$ cat src/rtl/mux_scan_pkg.sv
// rtl/mux_scan_pkg.sv - shared constants, state encoding and helpers for the mux scan controller
package mux_scan_pkg;

   localparam int NUM_CH = 32;
   localparam int SEL_W  = 5;
   localparam int CNT_W  = 4;

   localparam logic [1:0] ST_IDLE   = 2'd0;
   localparam logic [1:0] ST_SETTLE = 2'd1;
   localparam logic [1:0] ST_SAMPLE = 2'd2;
   localparam logic [1:0] ST_DONE   = 2'd3;

   function automatic logic even_parity(input logic [NUM_CH-1:0] v);
      return ^v;
   endfunction

endpackage

$ cat src/rtl/mux_scan_settle_timer.sv
// rtl/mux_scan_settle_timer.sv - loadable down-counter flagging the last settle cycle of a channel
module mux_scan_settle_timer
   import mux_scan_pkg::*;
#(
   parameter int W = CNT_W
)(
   input  logic         clk,
   input  logic         reset,
   input  logic         load,
   input  logic [W-1:0] load_val,
   input  logic         dec,
   output logic         done
);

   logic [W-1:0] count;

   // Saturates at zero so a stray decrement never wraps into a long wait.
   always_ff @(posedge clk) begin
      if (reset) begin
         count <= '0;
      end else if (load) begin
         count <= load_val;
      end else if (dec && (count != '0)) begin
         count <= count - W'(1);
      end
   end

   assign done = (count == W'(1));

endmodule

$ cat src/rtl/mux_32_scan_ctrl.sv
// rtl/mux_32_scan_ctrl.sv - scans a 32:1 active-low-enable mux into a 32-bit snapshot word
// Optional: define MUX_SCAN_PARITY_EN to add the registered word_parity output.
module mux_32_scan_ctrl
   import mux_scan_pkg::*;
#(
   parameter int SETTLE = 1
)(
   input  logic              clk,
   input  logic              reset,
   input  logic              start,
   input  logic              continuous,
   output logic [SEL_W-1:0]  sel,
   output logic              enable,
   input  logic              mux_out,
   output logic [NUM_CH-1:0] word,
   output logic              word_valid,
`ifdef MUX_SCAN_PARITY_EN
   output logic              word_parity,
`endif
   input  logic              word_ready,
   output logic              busy
);

   localparam logic [CNT_W-1:0] SETTLE_LD = CNT_W'(SETTLE);
   localparam logic [1:0]       SCAN_ST   = (SETTLE == 0) ? ST_SAMPLE : ST_SETTLE;
   localparam logic [SEL_W-1:0] LAST_CH   = SEL_W'(NUM_CH - 1);

   logic [1:0]        state;
   // The last channel goes straight into word, so only the lower channels need storage.
   logic [NUM_CH-2:0] shreg;
   logic [NUM_CH-1:0] captured;
   logic              last_ch;
   logic              accept;
   logic              scan_start;
   logic              timer_load;
   logic              timer_done;

   assign last_ch    = (sel == LAST_CH);
   assign captured   = {mux_out, shreg};
   assign accept     = (state == ST_DONE) && word_ready;
   assign scan_start = ((state == ST_IDLE) && start) || (accept && continuous);
   assign timer_load = scan_start || ((state == ST_SAMPLE) && !last_ch);
   assign busy       = (state != ST_IDLE);

   mux_scan_settle_timer #(
      .W(CNT_W)
   ) u_settle_timer (
      .clk      (clk),
      .reset    (reset),
      .load     (timer_load),
      .load_val (SETTLE_LD),
      .dec      (state == ST_SETTLE),
      .done     (timer_done)
   );

   always_ff @(posedge clk) begin
      if (reset) begin
         state      <= ST_IDLE;
         sel        <= '0;
         enable     <= 1'b1;
         word       <= '0;
         word_valid <= 1'b0;
         shreg      <= '0;
`ifdef MUX_SCAN_PARITY_EN
         word_parity <= 1'b0;
`endif
      end else begin
         case (state)
            ST_IDLE: begin
               if (start) begin
                  sel    <= '0;
                  enable <= 1'b0;
                  state  <= SCAN_ST;
               end
            end
            ST_SETTLE: begin
               if (timer_done) begin
                  state <= ST_SAMPLE;
               end
            end
            ST_SAMPLE: begin
               if (last_ch) begin
                  word       <= captured;
                  word_valid <= 1'b1;
                  enable     <= 1'b1;
                  sel        <= '0;
                  state      <= ST_DONE;
`ifdef MUX_SCAN_PARITY_EN
                  word_parity <= even_parity(captured);
`endif
               end else begin
                  shreg[sel] <= mux_out;
                  sel        <= sel + SEL_W'(1);
                  state      <= SCAN_ST;
               end
            end
            ST_DONE: begin
               if (word_ready) begin
                  word_valid <= 1'b0;
                  if (continuous) begin
                     sel    <= '0;
                     enable <= 1'b0;
                     state  <= SCAN_ST;
                  end else begin
                     state <= ST_IDLE;
                  end
               end
            end
            default: begin
               state <= ST_IDLE;
            end
         endcase
      end
   end

endmodule

$ cat config.mk
export PLATFORM = sky130hd
export DESIGN_NAME = mux_32_scan_ctrl
export DESIGN_NICKNAME = d
export VERILOG_FILES = /design/src/rtl/mux_scan_pkg.sv /design/src/rtl/mux_scan_settle_timer.sv /design/src/rtl/mux_32_scan_ctrl.sv
export SDC_FILE = /design/constraint.sdc
export NUM_CORES = 1
export LEC_CHECK = 0
export CAP_MARGIN = 0
export CELL_PAD_IN_SITES_DETAIL_PLACEMENT = 1
export CELL_PAD_IN_SITES_GLOBAL_PLACEMENT = 2
export CORE_ASPECT_RATIO = 0.75
export CORE_MARGIN = 2
export CORE_UTILIZATION = 28
export CTS_CLUSTER_DIAMETER = 100
export DETAILED_ROUTE_END_ITERATION = 7
export GPL_TIMING_DRIVEN = 0
export PLACE_DENSITY_LB_ADDON = 0.1
export SYNTH_ARGS = -nofsm -noshare
export SYNTH_HDL_FRONTEND = slang
export SYNTH_SLANG_ARGS = --single-unit
$ cat constraint.sdc
create_clock -name clk -period 2.1 [get_ports clk]
set_clock_uncertainty 0.05 [all_clocks]
set_input_delay 0.42 -clock clk [delete_from_list [all_inputs] [get_ports clk]]
set_output_delay 0.42 -clock clk [all_outputs]
set_load 0.01 [all_outputs]
==> flow_summary.json <==
{
  "worst-setup-path-type": "reg2reg",
  "area_delta_synth_final_pct": 32.4,
  "grt_usage": 0.168,
  "critPathLaunchType": "flop",
  "insertion_delay_ps": 340,
  "wire_per_inst_um": 15.3,
  "grt_overflow": 0,
  "vias": 3038,
  "final_nets": 499,
  "synthSimpleGateAreaFrac": 0.268,
  "fin_crit_sh": 0.935,
  "synth_warnings": 0,
  "antenna_found_initial": 0,
  "drive_gt1_frac": 0.0971,
  "die_area_sq_um": 12600,
  "cts.clk_slew.worst_paths_ps": 70,
  "syn_area_sq_um": 3270,
  "leakagePower_nw": 1.46,
  "p_total_mw": 3.75,
  "clockBufferDepth": 2,
  "multiInputGateArea_sq_um": 1650,
  "path_cells": "ha_4 > and3_1 > ha_2 > buf_4 > nand3b_1 > o21ai_0 > a21oi_1",
  "grt_pass1_vias": 3090,
  "path_buf_inv": 1,
  "dr.pass1.iters": 4,
  "drt-total-wl_um": 9630,
  "synth_top_family_by_area": "simple AND/OR/NAND/NOR gates",
  "synth_compound_area_frac": 0.158,
  "fmax_mhz": 509,
  "avgSynthCellArea_sq_um": 7.74,
  "setup.worst_path.end_class": "flop",
  "muxShareOfSynthArea": 0.0123,
  "max_cap_violations": 0,
  "synthesis.instances": 422,
  "finalSetupViolCount": 0,
  "placed_area_sq_um": 3900,
  "hold_path_class": "reg2reg",
  "fin_area_sq_um": 4330,
  "hold_viol_final": 0,
  "final_cells": 628,
  "dieWidth_um": 129,
  "slew_headroom": 0.592,
  "hpwl_um": 6900,
  "path_delay_family": "simple AND/OR/NAND/NOR gates",
  "syn_nets": 442,
  "synthAdderAreaFrac": 0.0536,
  "die_h_um": 97.6,
  "grt_setup_unrepaired": "false",
  "required_ps": 2250,
  "peakVddDrop_uv": 371,
  "fill_cells": 1402,
  "vias_per_cell": 4.84,
  "crit_start": "sel[0]",
  "fin_crit_ps": 1960,
  "synth.distinct_cells": 31,
  "synth_xor_area_frac": 0.00268,
  "place_ws_ps": -512,
  "grt_max_degree": 14,
  "final_cell_mix": "nand2_1, dfxtp_1, a21oi_1",
  "io_pins": 46,
  "setup_slack_ps": 137,
  "max_stage_delay_ps": 370,
  "maxSlewViolCount": 0,
  "grt_pass1_wl_um": 16300,
  "r2r_start": "sel[0]",
  "cts_hold_buf": 0,
  "gp_congestion": 0.743,
  "final_common_cell": "nand2_1",
  "cts_tree": "built",
  "worst_slew_pin_slew_ps": 611,
  "detail-route-antenna-nets": 0,
  "seq_area_frac_synth": 0.466,
  "drtIter0Drc": 107,
  "seq_area_sq_um": 1530,
  "status": "finished clean",
  "crit_slowest_cell": "dfxtp_4",
  "critPathMaxFanout": 10,
  "power.density_nw_per_um2": 866,
  "dp_cells": 611,
  "drc": 0,
  "port_buffers": 45,
  "fp-row-count": 34,
  "clockRootBuffer": "clkbuf_16",
  "h-tree-depth": 3,
  "cts_made_buffers": 9,
  "start_util": 0.285,
  "ys_ff_latch": 76,
  "antenna_cells": 0,
  "core_sq_um": 11500,
  "hold_start": "shreg[9]",
  "clock-sinks": 76,
  "crit_arrival_ps": 2110
}
-- registers in the layout, summed over array words and instances, names as in the netlist --
name                  cells
shreg                    31
word_valid                1
u_settle_timer.count      4
enable                    1
word                     32
state                     2
sel                       5
-- Yosys cell counts --
cell,number,share of area
nand2_1,117,0.13
dfxtp_1,76,0.47
a21oi_1,73,0.11
clkbuf_1,27,0.031
nor2_1,25,0.029
nand3_1,18,0.028
o21ai_0,18,0.028
ha_1,14,0.054
nand3b_1,9,0.021
inv_1,8,0.0092
and3b_1,4,0.011
mux2i_1,4,0.012
or3_1,4,0.0077
nor2b_1,3,0.0057
nor3_1,3,0.0046
nor3b_2,3,0.011
a21boi_0,2,0.0046
a211oi_1,1,0.0023
a221o_1,1,0.0031
a31oi_1,1,0.0019
and2_1,1,0.0019
and3_1,1,0.0019
nand2b_1,1,0.0019
nand4b_1,1,0.0027
nor4_1,1,0.0019
o211ai_1,1,0.0023
o21bai_1,1,0.0023
o31ai_1,1,0.0023
or3b_1,1,0.0027
or4b_2,1,0.0031
xnor2_1,1,0.0027
-- per-stage QoR --
step / utilization / hold WS (ps) / setup TNS [ps]
final: 0.377 / 400 / 0
after floorplan: - / 378 / 0
after detailed placement: 0.339 / 397 / -21350
after CTS: 0.371 / 406 / 0
after global placement: 0.339 / 393 / -19800
after global routing: 0.377 / 418 / 0
-- metal layers --
layer	track usage	up-vias	share of wire
met5	0	-	0
met4	0.0577	0	0.017
met3	0.0441	12	0.031
met2	0.243	36	0.42
met1	0.240	1464	0.53
li1	-	1526	-
-- final cells by class --
| class | count | area share |
|---|---|---|
| timing repair buffer | 50 | 0.116 |
| buffer | 23 | 0.0266 |
| clock inverter | 7 | 0.0211 |
| inverter | 8 | 0.00694 |
| sequential | 76 | 0.355 |
| tap | 144 | 0.0417 |
| multi-input combinational | 311 | 0.381 |
| clock buffer | 9 | 0.0521 |
-- cells by family after synthesis --
kind of cell	Yosys count
AO/OA/AOI/OAI	99
XOR/XNOR	1
adder cells (fa/ha/maj)	14
buffers and inverters	35
flip-flops	76
multiplexers	4
AND/OR/NAND/NOR	193
-- worst min-delay path: cells and delay by family, from the launching register on --
family	cells	cell delay [ps]
AOI/OAI and AO/OA	1	50
DFF	1	310
and+or+nand+nor	1	50
-- what timing repair did --
action,in CTS,in global routing
buffers inserted,3,2
cloned,0,0
gates resized for setup,18,25
setup endpoints to repair,62,62
endpoints found under the hold margin,0,0
pin swaps,0,5
-- final timing paths --
check | to | slack (ps) | depth (start not counted)
min reg2reg | word[9] | 400 | 2
max reg2reg | shreg[27] | 140 | 7
max | shreg[27] | 140 | 7
min | word[9] | 400 | 2
-- where the power goes --
part / leakage (nW) / internal, mW / switching (mW)
clock network: 0.155 / 1.04 / 0.651
logic: 0.692 / 0.217 / 0.315
registers: 0.616 / 1.48 / 0.0446
(Power assumes the default switching activity.)
